--- config.mk ---
export PLATFORM = sky130hd
export DESIGN_NAME = bht_update_scheduler
export DESIGN_NICKNAME = d
export VERILOG_FILES = /design/src/rtl/bp_pkg.sv /design/src/rtl/bht_upd_fifo.sv /design/src/rtl/bht_update_scheduler.sv
export SDC_FILE = /design/constraint.sdc
export NUM_CORES = 1
export LEC_CHECK = 0
export CORE_MARGIN = 3
export CORE_UTILIZATION = 55
export CTS_CLUSTER_DIAMETER = 150
export DETAILED_ROUTE_END_ITERATION = 16
export HOLD_SLACK_MARGIN = 0.05
export PLACE_DENSITY = 0.82
export SETUP_SLACK_MARGIN = 0.2
export SLEW_MARGIN = 15
export SYNTH_ARGS = -nofsm -noshare
export SYNTH_HDL_FRONTEND = slang
export SYNTH_SLANG_ARGS = --single-unit
export TNS_END_PERCENT = 30
--- constraint.sdc ---
create_clock -name clk_i -period 4.2 [get_ports clk_i]
set_input_delay 1.05 -clock clk_i [delete_from_list [all_inputs] [get_ports clk_i]]
set_output_delay 1.05 -clock clk_i [all_outputs]
set_load 0.05 [all_outputs]
--- src/rtl/bp_pkg.sv ---
// Shared types and helpers for the branch predictor update path.
//   bht_ctr_t          2-bit saturating BHT counter
//   CTR_RESET          value written to every entry by the initialisation sweep
//   bht_sched_state_t  update scheduler FSM states
//   sat_inc / sat_dec  saturating counter training steps
package bp_pkg;

  typedef logic [1:0] bht_ctr_t;

  localparam bht_ctr_t CTR_RESET = 2'b01;

  typedef enum logic {INIT, RUN} bht_sched_state_t;

  function automatic bht_ctr_t sat_inc(input bht_ctr_t c);
    return (c == 2'b11) ? c : c + 2'b01;
  endfunction

  function automatic bht_ctr_t sat_dec(input bht_ctr_t c);
    return (c == 2'b00) ? c : c - 2'b01;
  endfunction

endpackage

--- src/rtl/bht_upd_fifo.sv ---
// Small synchronous FIFO holding pending BHT training updates ({idx, ctr}).
//   clk_i, reset_n_i  clock and asynchronous active-low reset
//   clear_i           synchronous flush of all entries
//   push_i, wdata_i   enqueue; accepted when not full, or when full with a same-cycle pop
//   pop_i             dequeue the head (ignored when empty)
//   rdata_o           head entry (valid when ~empty_o)
//   full_o, empty_o   occupancy flags
module bht_upd_fifo #(
  parameter int unsigned Width = 10,
  parameter int unsigned Depth = 2
) (
  input  logic             clk_i,
  input  logic             reset_n_i,
  input  logic             clear_i,
  input  logic             push_i,
  input  logic [Width-1:0] wdata_i,
  input  logic             pop_i,
  output logic [Width-1:0] rdata_o,
  output logic             full_o,
  output logic             empty_o
);

  localparam int unsigned PtrW = (Depth > 1) ? $clog2(Depth) : 1;
  localparam int unsigned CntW = $clog2(Depth + 1);

  logic [Width-1:0] mem_q [Depth];
  logic [PtrW-1:0]  rd_ptr_q, wr_ptr_q;
  logic [CntW-1:0]  cnt_q;
  logic             do_push, do_pop;

  function automatic logic [PtrW-1:0] ptr_inc(input logic [PtrW-1:0] p);
    return (p == PtrW'(Depth - 1)) ? '0 : p + PtrW'(1);
  endfunction

  assign full_o  = (cnt_q == CntW'(Depth));
  assign empty_o = (cnt_q == '0);
  assign rdata_o = mem_q[rd_ptr_q];

  // A pop frees the slot the push lands in, so a full queue still accepts.
  assign do_push = push_i & (~full_o | pop_i);
  assign do_pop  = pop_i & ~empty_o;

  always_ff @(posedge clk_i) begin
    if (do_push && !clear_i) begin
      mem_q[wr_ptr_q] <= wdata_i;
    end
  end

  always_ff @(posedge clk_i or negedge reset_n_i) begin
    if (!reset_n_i) begin
      rd_ptr_q <= '0;
      wr_ptr_q <= '0;
      cnt_q    <= '0;
    end else if (clear_i) begin
      rd_ptr_q <= '0;
      wr_ptr_q <= '0;
      cnt_q    <= '0;
    end else begin
      if (do_push) wr_ptr_q <= ptr_inc(wr_ptr_q);
      if (do_pop)  rd_ptr_q <= ptr_inc(rd_ptr_q);
      if (do_push && !do_pop)      cnt_q <= cnt_q + CntW'(1);
      else if (do_pop && !do_push) cnt_q <= cnt_q - CntW'(1);
    end
  end

endmodule

--- src/rtl/bht_update_scheduler.sv ---
// Sequences all writes into the BHT of 2-bit counters: an initialisation sweep after reset or
// flush, then execute-stage training updates queued onto the single write port.
//   clk_i, reset_n_i          clock, asynchronous active-low reset
//   flush_req_i               restart the initialisation sweep
//   stall_e_i, branch_op_e_i  execute stage qualifiers (op bit0 = conditional branch)
//   pc_src_res_e_i            resolved outcome (1 = taken)
//   upd_idx_e_i, upd_ctr_e_i  index and counter value captured at prediction time
//   bht_we_o/waddr_o/wdata_o  registered BHT write port
//   pred_valid_o, busy_o      table initialised / sweep in progress
//   drop_cnt_o                saturating count of updates lost to a full queue
module bht_update_scheduler
  import bp_pkg::*;
#(
  parameter int unsigned IDX_WIDTH = 8,
  parameter int unsigned QDEPTH    = 2,
  parameter int unsigned DROP_W    = 8
) (
  input  logic                 clk_i,
  input  logic                 reset_n_i,
  input  logic                 flush_req_i,
  input  logic                 stall_e_i,
  input  logic [1:0]           branch_op_e_i,
  input  logic                 pc_src_res_e_i,
  input  logic [IDX_WIDTH-1:0] upd_idx_e_i,
  input  logic [1:0]           upd_ctr_e_i,
  output logic                 bht_we_o,
  output logic [IDX_WIDTH-1:0] bht_waddr_o,
  output logic [1:0]           bht_wdata_o,
  output logic                 pred_valid_o,
  output logic                 busy_o,
  output logic [DROP_W-1:0]    drop_cnt_o
);

  bht_sched_state_t     state_q, state_d;
  logic [IDX_WIDTH-1:0] sweep_ptr_q, sweep_ptr_d;
  logic                 we_q, we_d;
  logic [IDX_WIDTH-1:0] addr_q, addr_d;
  bht_ctr_t             data_q, data_d;
  logic [DROP_W-1:0]    drop_q, drop_d;

  logic                 upd_acc;
  bht_ctr_t             upd_ctr_new;
  logic                 fifo_push, fifo_pop, fifo_clear, fifo_full, fifo_empty;
  logic [IDX_WIDTH-1:0] head_idx;
  bht_ctr_t             head_ctr;

  assign upd_acc     = branch_op_e_i[0] & ~stall_e_i & ~flush_req_i;
  assign upd_ctr_new = pc_src_res_e_i ? sat_inc(upd_ctr_e_i) : sat_dec(upd_ctr_e_i);

  bht_upd_fifo #(
    .Width (IDX_WIDTH + 2),
    .Depth (QDEPTH)
  ) u_fifo (
    .clk_i     (clk_i),
    .reset_n_i (reset_n_i),
    .clear_i   (fifo_clear),
    .push_i    (fifo_push),
    .wdata_i   ({upd_idx_e_i, upd_ctr_new}),
    .pop_i     (fifo_pop),
    .rdata_o   ({head_idx, head_ctr}),
    .full_o    (fifo_full),
    .empty_o   (fifo_empty)
  );

  always_comb begin
    state_d     = state_q;
    sweep_ptr_d = sweep_ptr_q;
    we_d        = 1'b0;
    addr_d      = addr_q;
    data_d      = data_q;
    drop_d      = drop_q;
    fifo_push   = 1'b0;
    fifo_pop    = 1'b0;
    fifo_clear  = 1'b0;

    if (flush_req_i) begin
      // Same-cycle updates are already excluded from upd_acc; they are not drops.
      state_d     = INIT;
      sweep_ptr_d = '0;
      fifo_clear  = 1'b1;
    end else begin
      unique case (state_q)
        INIT: begin
          we_d        = 1'b1;
          addr_d      = sweep_ptr_q;
          data_d      = CTR_RESET;
          sweep_ptr_d = sweep_ptr_q + IDX_WIDTH'(1);
          if (sweep_ptr_q == '1) state_d = RUN;
          if (upd_acc) begin
            if (!fifo_full)        fifo_push = 1'b1;
            else if (drop_q != '1) drop_d    = drop_q + DROP_W'(1);
          end
        end
        RUN: begin
          if (!fifo_empty) begin
            we_d      = 1'b1;
            addr_d    = head_idx;
            data_d    = head_ctr;
            fifo_pop  = 1'b1;
            fifo_push = upd_acc;
          end else if (upd_acc) begin
            we_d   = 1'b1;
            addr_d = upd_idx_e_i;
            data_d = upd_ctr_new;
          end
        end
        default: state_d = INIT;
      endcase
    end
  end

  always_ff @(posedge clk_i or negedge reset_n_i) begin
    if (!reset_n_i) begin
      state_q     <= INIT;
      sweep_ptr_q <= '0;
      we_q        <= 1'b0;
      addr_q      <= '0;
      data_q      <= '0;
      drop_q      <= '0;
    end else begin
      state_q     <= state_d;
      sweep_ptr_q <= sweep_ptr_d;
      we_q        <= we_d;
      addr_q      <= addr_d;
      data_q      <= data_d;
      drop_q      <= drop_d;
    end
  end

  assign bht_we_o     = we_q;
  assign bht_waddr_o  = addr_q;
  assign bht_wdata_o  = data_q;
  assign pred_valid_o = (state_q == RUN);
  assign busy_o       = (state_q == INIT);
  assign drop_cnt_o   = drop_q;

endmodule
; ---- After elaboration in Yosys (flattened, before gate mapping)
; Memories as Yosys holds them, arrays and structs flattened.
; Cells that the tools add are included.
[op_classes]
n_addsub = 8
n_mul = 0
n_div = 0
magnitude_cmp = 0
n_eq_ne = 6
n_shift = 0
n_mux = 38
bitwise = 10
reduce_logical = 13
[op_table]
columns = cell, n
row1 = $mux W8, 4
row2 = $mux W1, 22
row3 = $add A8 B1 Y8 const B, 2
row4 = $mux W2, 8
row5 = $pmux W8 S2, 1
row6 = $eq A8 B8 Y1 const B, 1
row7 = $ne A8 B8 Y1 const B, 1
row8 = $not A1 Y1, 5
row9 = $reduce_and A5 Y1, 1
row10 = $add A2 B1 Y2 const B, 2
row11 = $and A1 B1 Y1, 4
row12 = $eq A2 B2 Y1 const B, 2
row13 = $logic_not A2 Y1, 2
row14 = $pmux W1 S2, 2
row15 = $pmux W2 S2, 1
row16 = $reduce_bool A2 Y1, 2
row17 = $sub A2 B1 Y2 const B, 2
row18 = $logic_and A1 B1 Y1, 3
row19 = $logic_not A1 Y1, 3
row20 = $ne A3 B3 Y1 const B, 1
row21 = $reduce_bool A3 Y1, 1
row22 = $add A1 B1 Y1 const B, 2
row23 = $ne A2 B2 Y1 const B, 1
row24 = $reduce_and A2 Y1, 1
row25 = $or A1 B1 Y1, 1
[totals]
regBits = 32
latchBits = 0
mem_bits_rw = 20
mem_bits_ro = 0
in_bits = 17
out_inout_bits = 21
word_cells = 85
n_memories = 1
[mem_list]
columns = memory, words, word_bits, rd, rd_clocked_by_memory_dff, write_ports, line
row1 = u_fifo.mem_q, 2, 10, 1, 0, 1, bht_upd_fifo.sv:26  ; logic [Width-1:0] mem_q [Depth];

; ---- Depth between registers and ports, before layout
[depth]
word_depth = 12
ltp_mapped = 6
mapped_depth_nobuf = 5

; ---- Modules after synthesis
; From an unflattened synthesis, not the netlist that was laid out.
[unflattened]
hier_cells = 206
area_unflattened_um2 = 2446.1
[modules_own_cells]
columns = module, instances, cells_per_inst, area_each_um2, seq_area_each_um2
row1 = bht_update_scheduler, 1, 150, 1486.4, 700.7
row2 = bht_upd_fifo, 1, 56, 959.7, 700.7

; ---- Worst setup path after synthesis
; Ideal clock, no wire load.
[synth_timing]
path_type = reg2out
start = register state_q, in the netlist pred_valid_o
end = output busy_o
arrival_ns = 1.509
t_required_ns = 3.150
slack_ns = 1.641
stages_incl_launch_ff = 4
path_buffers = 2
cell_sequence = dfrtp_1 -> buf_6 -> inv_1 -> clkbuf_1
[synth_between]
elab_chain_len = 1
[synth_rtl]
columns = element, line
row1 = "start, declared", bht_update_scheduler.sv:34  ; bht_sched_state_t state_q, state_d;
row2 = "start signal, assigned", bht_update_scheduler.sv:121  ; state_q <= state_d;
row3 = $not A1 Y1 (no source line), --
row4 = "end, declared", bht_update_scheduler.sv:30  ; output logic busy_o,
; Every way passes these cells.

; ---- Final worst setup path
[layout_timing]
start = register state_q, in the netlist pred_valid_o
end = output pred_valid_o
[layout_rtl]
columns = element, line
row1 = "end, declared", bht_update_scheduler.sv:29  ; output logic pred_valid_o,
; No word-level cell between the ends.

==> flow_summary_export.csv <==
group,metric,value,unit
status,status,"completed",
power_and_ir_drop,p_int,707,uW
drt,wirelength,4560,um
floorplanning,row_count,23,
worst_setup_path,cp-endpoint,"pred_valid_o",
clocking,cts_hold_buf,0,
power_and_ir_drop,switching_share,0.251,
worst_setup_path,start_kind,"register",
floorplanning,dieWidth,71.9,um
clocking,clkSlewWorstSetupHoldPaths,0.08,ns
floorplanning,die_area,5170,um2
final_layout,final_common_cell,"clkdlybuf4s50_1",
placement,place_ws,1.14,ns
clocking,clkLatencyLatePin,0.29,ns
yosys,synth_fp_nets,227,
worst_setup_path,arrival,2.13,ns
yosys,ys_types,40,
worst_setup_path,critical_path_peak_fanout,23,
timing,finalHoldViolCount,0,
global_routing,antenna_found_initial,0,
power_and_ir_drop,powerDensity,330,nW/um2
timing,min_period_over_period,0.758,
final_layout,drive_gt1_frac,0.0735,
drt,drt_pass1_iterations,4,
power_and_ir_drop,p_comb_frac,0.129,
yosys,ys.flop_type,"dfrtp_1",
final_layout,layout_common_cells,"clkdlybuf4s50_1, dfrtp_1, nor2_1, nand2_1, edfxtp_1",
clocking,cts_tree,"built",
floorplanning,initial_core_util,0.585,
clocking,cts_made_buffers,5,
global_routing,grt_max_degree,33,
flow_run,max_cap_violations,0,
timing,timing.final.ws_setup,1.02,ns
clocking,clock-sinks,52,
placement,numPortBuffers,36,
timing,period_minus_slack,3.18,ns
drt,via_count,1675,
worst_setup_path,startpoint,"pred_valid_o$_DFF_PN0_",
final_layout,area_growth,19.5,%
worst_setup_path,critPathMaxStageDelay,0.95,ns
timing,finalSetupViolations,0,
timing,worst_pin_slew,0.834,ns
global_routing,grt_usage,0.191,
final_layout,fin_nets,263,
worst_setup_path,critical_path_required,3.15,ns
drt,drt-initial-drc-count,101,
final_layout,final_core_util,0.699,
drt,ant_nets,0,
worst_setup_path,crit_family,"buffers and inverters",
power_and_ir_drop,pwr-share-seq,0.590,
worst_setup_path,path_depth,1,
clocking,htree_levels,2,
placement,hpwl,3210,um
worst_setup_path,crit_slowest_cell,"clkdlybuf4s50_1",
min_path,hold_class,"reg -> reg",
worst_setup_path,ff2ff_setup_slack,2.17,ns
clocking,clock_path_buffers,2,
floorplanning,die_h,71.9,um
floorplanning,ios,38,
timing,fin_tns_setup,0,ns
drt,drc_errors,0,
power_and_ir_drop,ir_worst_vdd,0.221,mV
timing,slew_headroom,0.444,
power_and_ir_drop,p_clk_frac,0.281,
timing,slew_violations,0,
worst_setup_path,path_class,"reg -> out",
yosys,synthCells,208,
final_layout,fill_cells,310,
drt,wl_per_cell,15.4,um
yosys,synth-seq-area-share,0.586,
yosys,synthesis.area,2390,um2
power_and_ir_drop,power_leakage,1.09,nW
final_layout,insertedDiodeCount,0,
global_routing,grt_pass1_wl,7620,um
drt,post_drt_via_cell_ratio,5.68,
clocking,cts_resized,0,
worst_setup_path,ff2ff_path_depth,3,
worst_setup_path,path_cells,"clkdlybuf4s50_1",
yosys,async_reset_ff_frac,0.615,
clocking,cts_root_buf,"clkbuf_8",
timing,rsz0062_at_grt,"false",
clocking,post_cts_buffers,0,
worst_setup_path,r2r-end,"drop_cnt_o[1]$_DFFE_PN0P_",
floorplanning,coreArea,4090,um2
yosys,syn_avg_cell_area,11.5,um2
global_routing,gr-total-overflow,0,
yosys,yosys_warnings,0,
worst_setup_path,cp-end-kind,"primary output",
power_and_ir_drop,p_switching,237,uW
timing,skew,0.00342,ns
placement,gp_congestion,0.741,
worst_setup_path,r2r-start,"pred_valid_o$_DFF_PN0_",
yosys,synth_edf_count,20,
worst_setup_path,critPathBufInv,1,
global_routing,grt_pass1_vias,1629,
yosys,ys_ff_latch,52,
timing,fmax,314,MHz
layer usage:
metal / GRT usage / vias to the layer above / routed length, um
li1: - / 812 / -
met1: 0.241 / 820 / 2030
met2: 0.329 / 39 / 2260
met3: 0.0512 / 4 / 229
met4: 0.0438 / 0 / 34
met5: 0 / - / 0
layout make-up:
type | count | area, um2 | share of cell area
well taps | 50 | 62.6 | 0.0219
clock inverters | 1 | 3.75 | 0.00131
clock buffers | 7 | 76.3 | 0.0267
repair buffers | 40 | 390 | 0.137
multi-input cells | 139 | 900 | 0.315
inverters | 6 | 22.5 | 0.00788
flip-flops and latches | 52 | 1400 | 0.491
metrics by stage:
stage | cell area, um2 | std cells | hold slack (ns) | total power, mW
2_1_floorplan | 2390 | 208 | 0.518 | 0.638
4_1_cts | 2860 | 295 | 0.523 | 0.953
3_5_place_dp | 2780 | 287 | 0.508 | 0.691
3_3_place_gp | 2780 | 287 | 0.508 | 0.687
5_1_grt | 2860 | 295 | 0.547 | 0.986
6_report | 2860 | 295 | 0.519 | 0.944
state kept, by name, summed over array words and instances (netlist names):
name             cells
u_fifo.mem_q        20
bht_waddr_o          8
drop_cnt_o           8
sweep_ptr_q          8
bht_wdata_o          2
u_fifo.cnt_q         2
bht_we_o             1
pred_valid_o         1
u_fifo.rd_ptr_q      1
u_fifo.wr_ptr_q      1
worst min path at each step:
stage	startpoint	endpoint	slack (ns)	depth (start not counted)
global route	drop_cnt_o[5]$_DFFE_PN0P_	drop_cnt_o[5]$_DFFE_PN0P_	0.55	1
finish	drop_cnt_o[0]$_DFFE_PN0P_	drop_cnt_o[0]$_DFFE_PN0P_	0.52	1
floorplan	sweep_ptr_q[6]$_DFFE_PN0P_	sweep_ptr_q[6]$_DFFE_PN0P_	0.52	2
detailed placement	drop_cnt_o[0]$_DFFE_PN0P_	drop_cnt_o[0]$_DFFE_PN0P_	0.51	1
CTS	drop_cnt_o[0]$_DFFE_PN0P_	drop_cnt_o[0]$_DFFE_PN0P_	0.52	1
global placement	drop_cnt_o[0]$_DFFE_PN0P_	drop_cnt_o[0]$_DFFE_PN0P_	0.51	1
Yosys cell counts, types with 2 or more instances:
cell	n	area, um2
dfrtp_1	32	801
nor2_1	24	90.1
nand2_1	21	78.8
edfxtp_1	20	601
a21oi_1	11	55.1
mux2i_1	11	110
a31oi_1	9	56.3
o211ai_1	9	67.6
xor2_1	8	70.1
buf_2	6	30.0
inv_1	6	22.5
xnor2_1	5	43.8
nand3_1	4	20.0
nor3_1	4	20.0
nand4_1	3	18.8
and3_1	2	12.5
and4_1	2	17.5
buf_6	2	22.5
clkbuf_1	2	7.51
ha_1	2	25.0
maj3_1	2	20.0
mux2_2	2	22.5
nor2b_1	2	12.5
o21ai_0	2	10.0
or2_2	2	12.5
power groups by stage:
| stage | Sequential [mW] | Clock (mW) | Combinational [mW] |
|---|---|---|---|
| after CTS | 0.557 | 0.273 | 0.123 |
| after global routing | 0.559 | 0.295 | 0.131 |
| final | 0.557 | 0.265 | 0.122 |
| after global placement | 0.567 | 0 | 0.120 |
| after detailed placement | 0.568 | 0 | 0.123 |
| after floorplan | 0.596 | 0 | 0.0425 |
logic make-up (layout without fill, tap and decap cells):
group           Yosys count  count (layout)  share of synthesized area
flops                    52              52                      0.586
simple gates             73              73                      0.158
compound gates           35              35                     0.0921
fa+ha+maj                 4               4                     0.0188
mux                      14              14                     0.0602
xor+xnor                 13              13                     0.0476
buf+inv                  17              54                     0.0377
No activity file was read; power rests on OpenSTA's default activity.
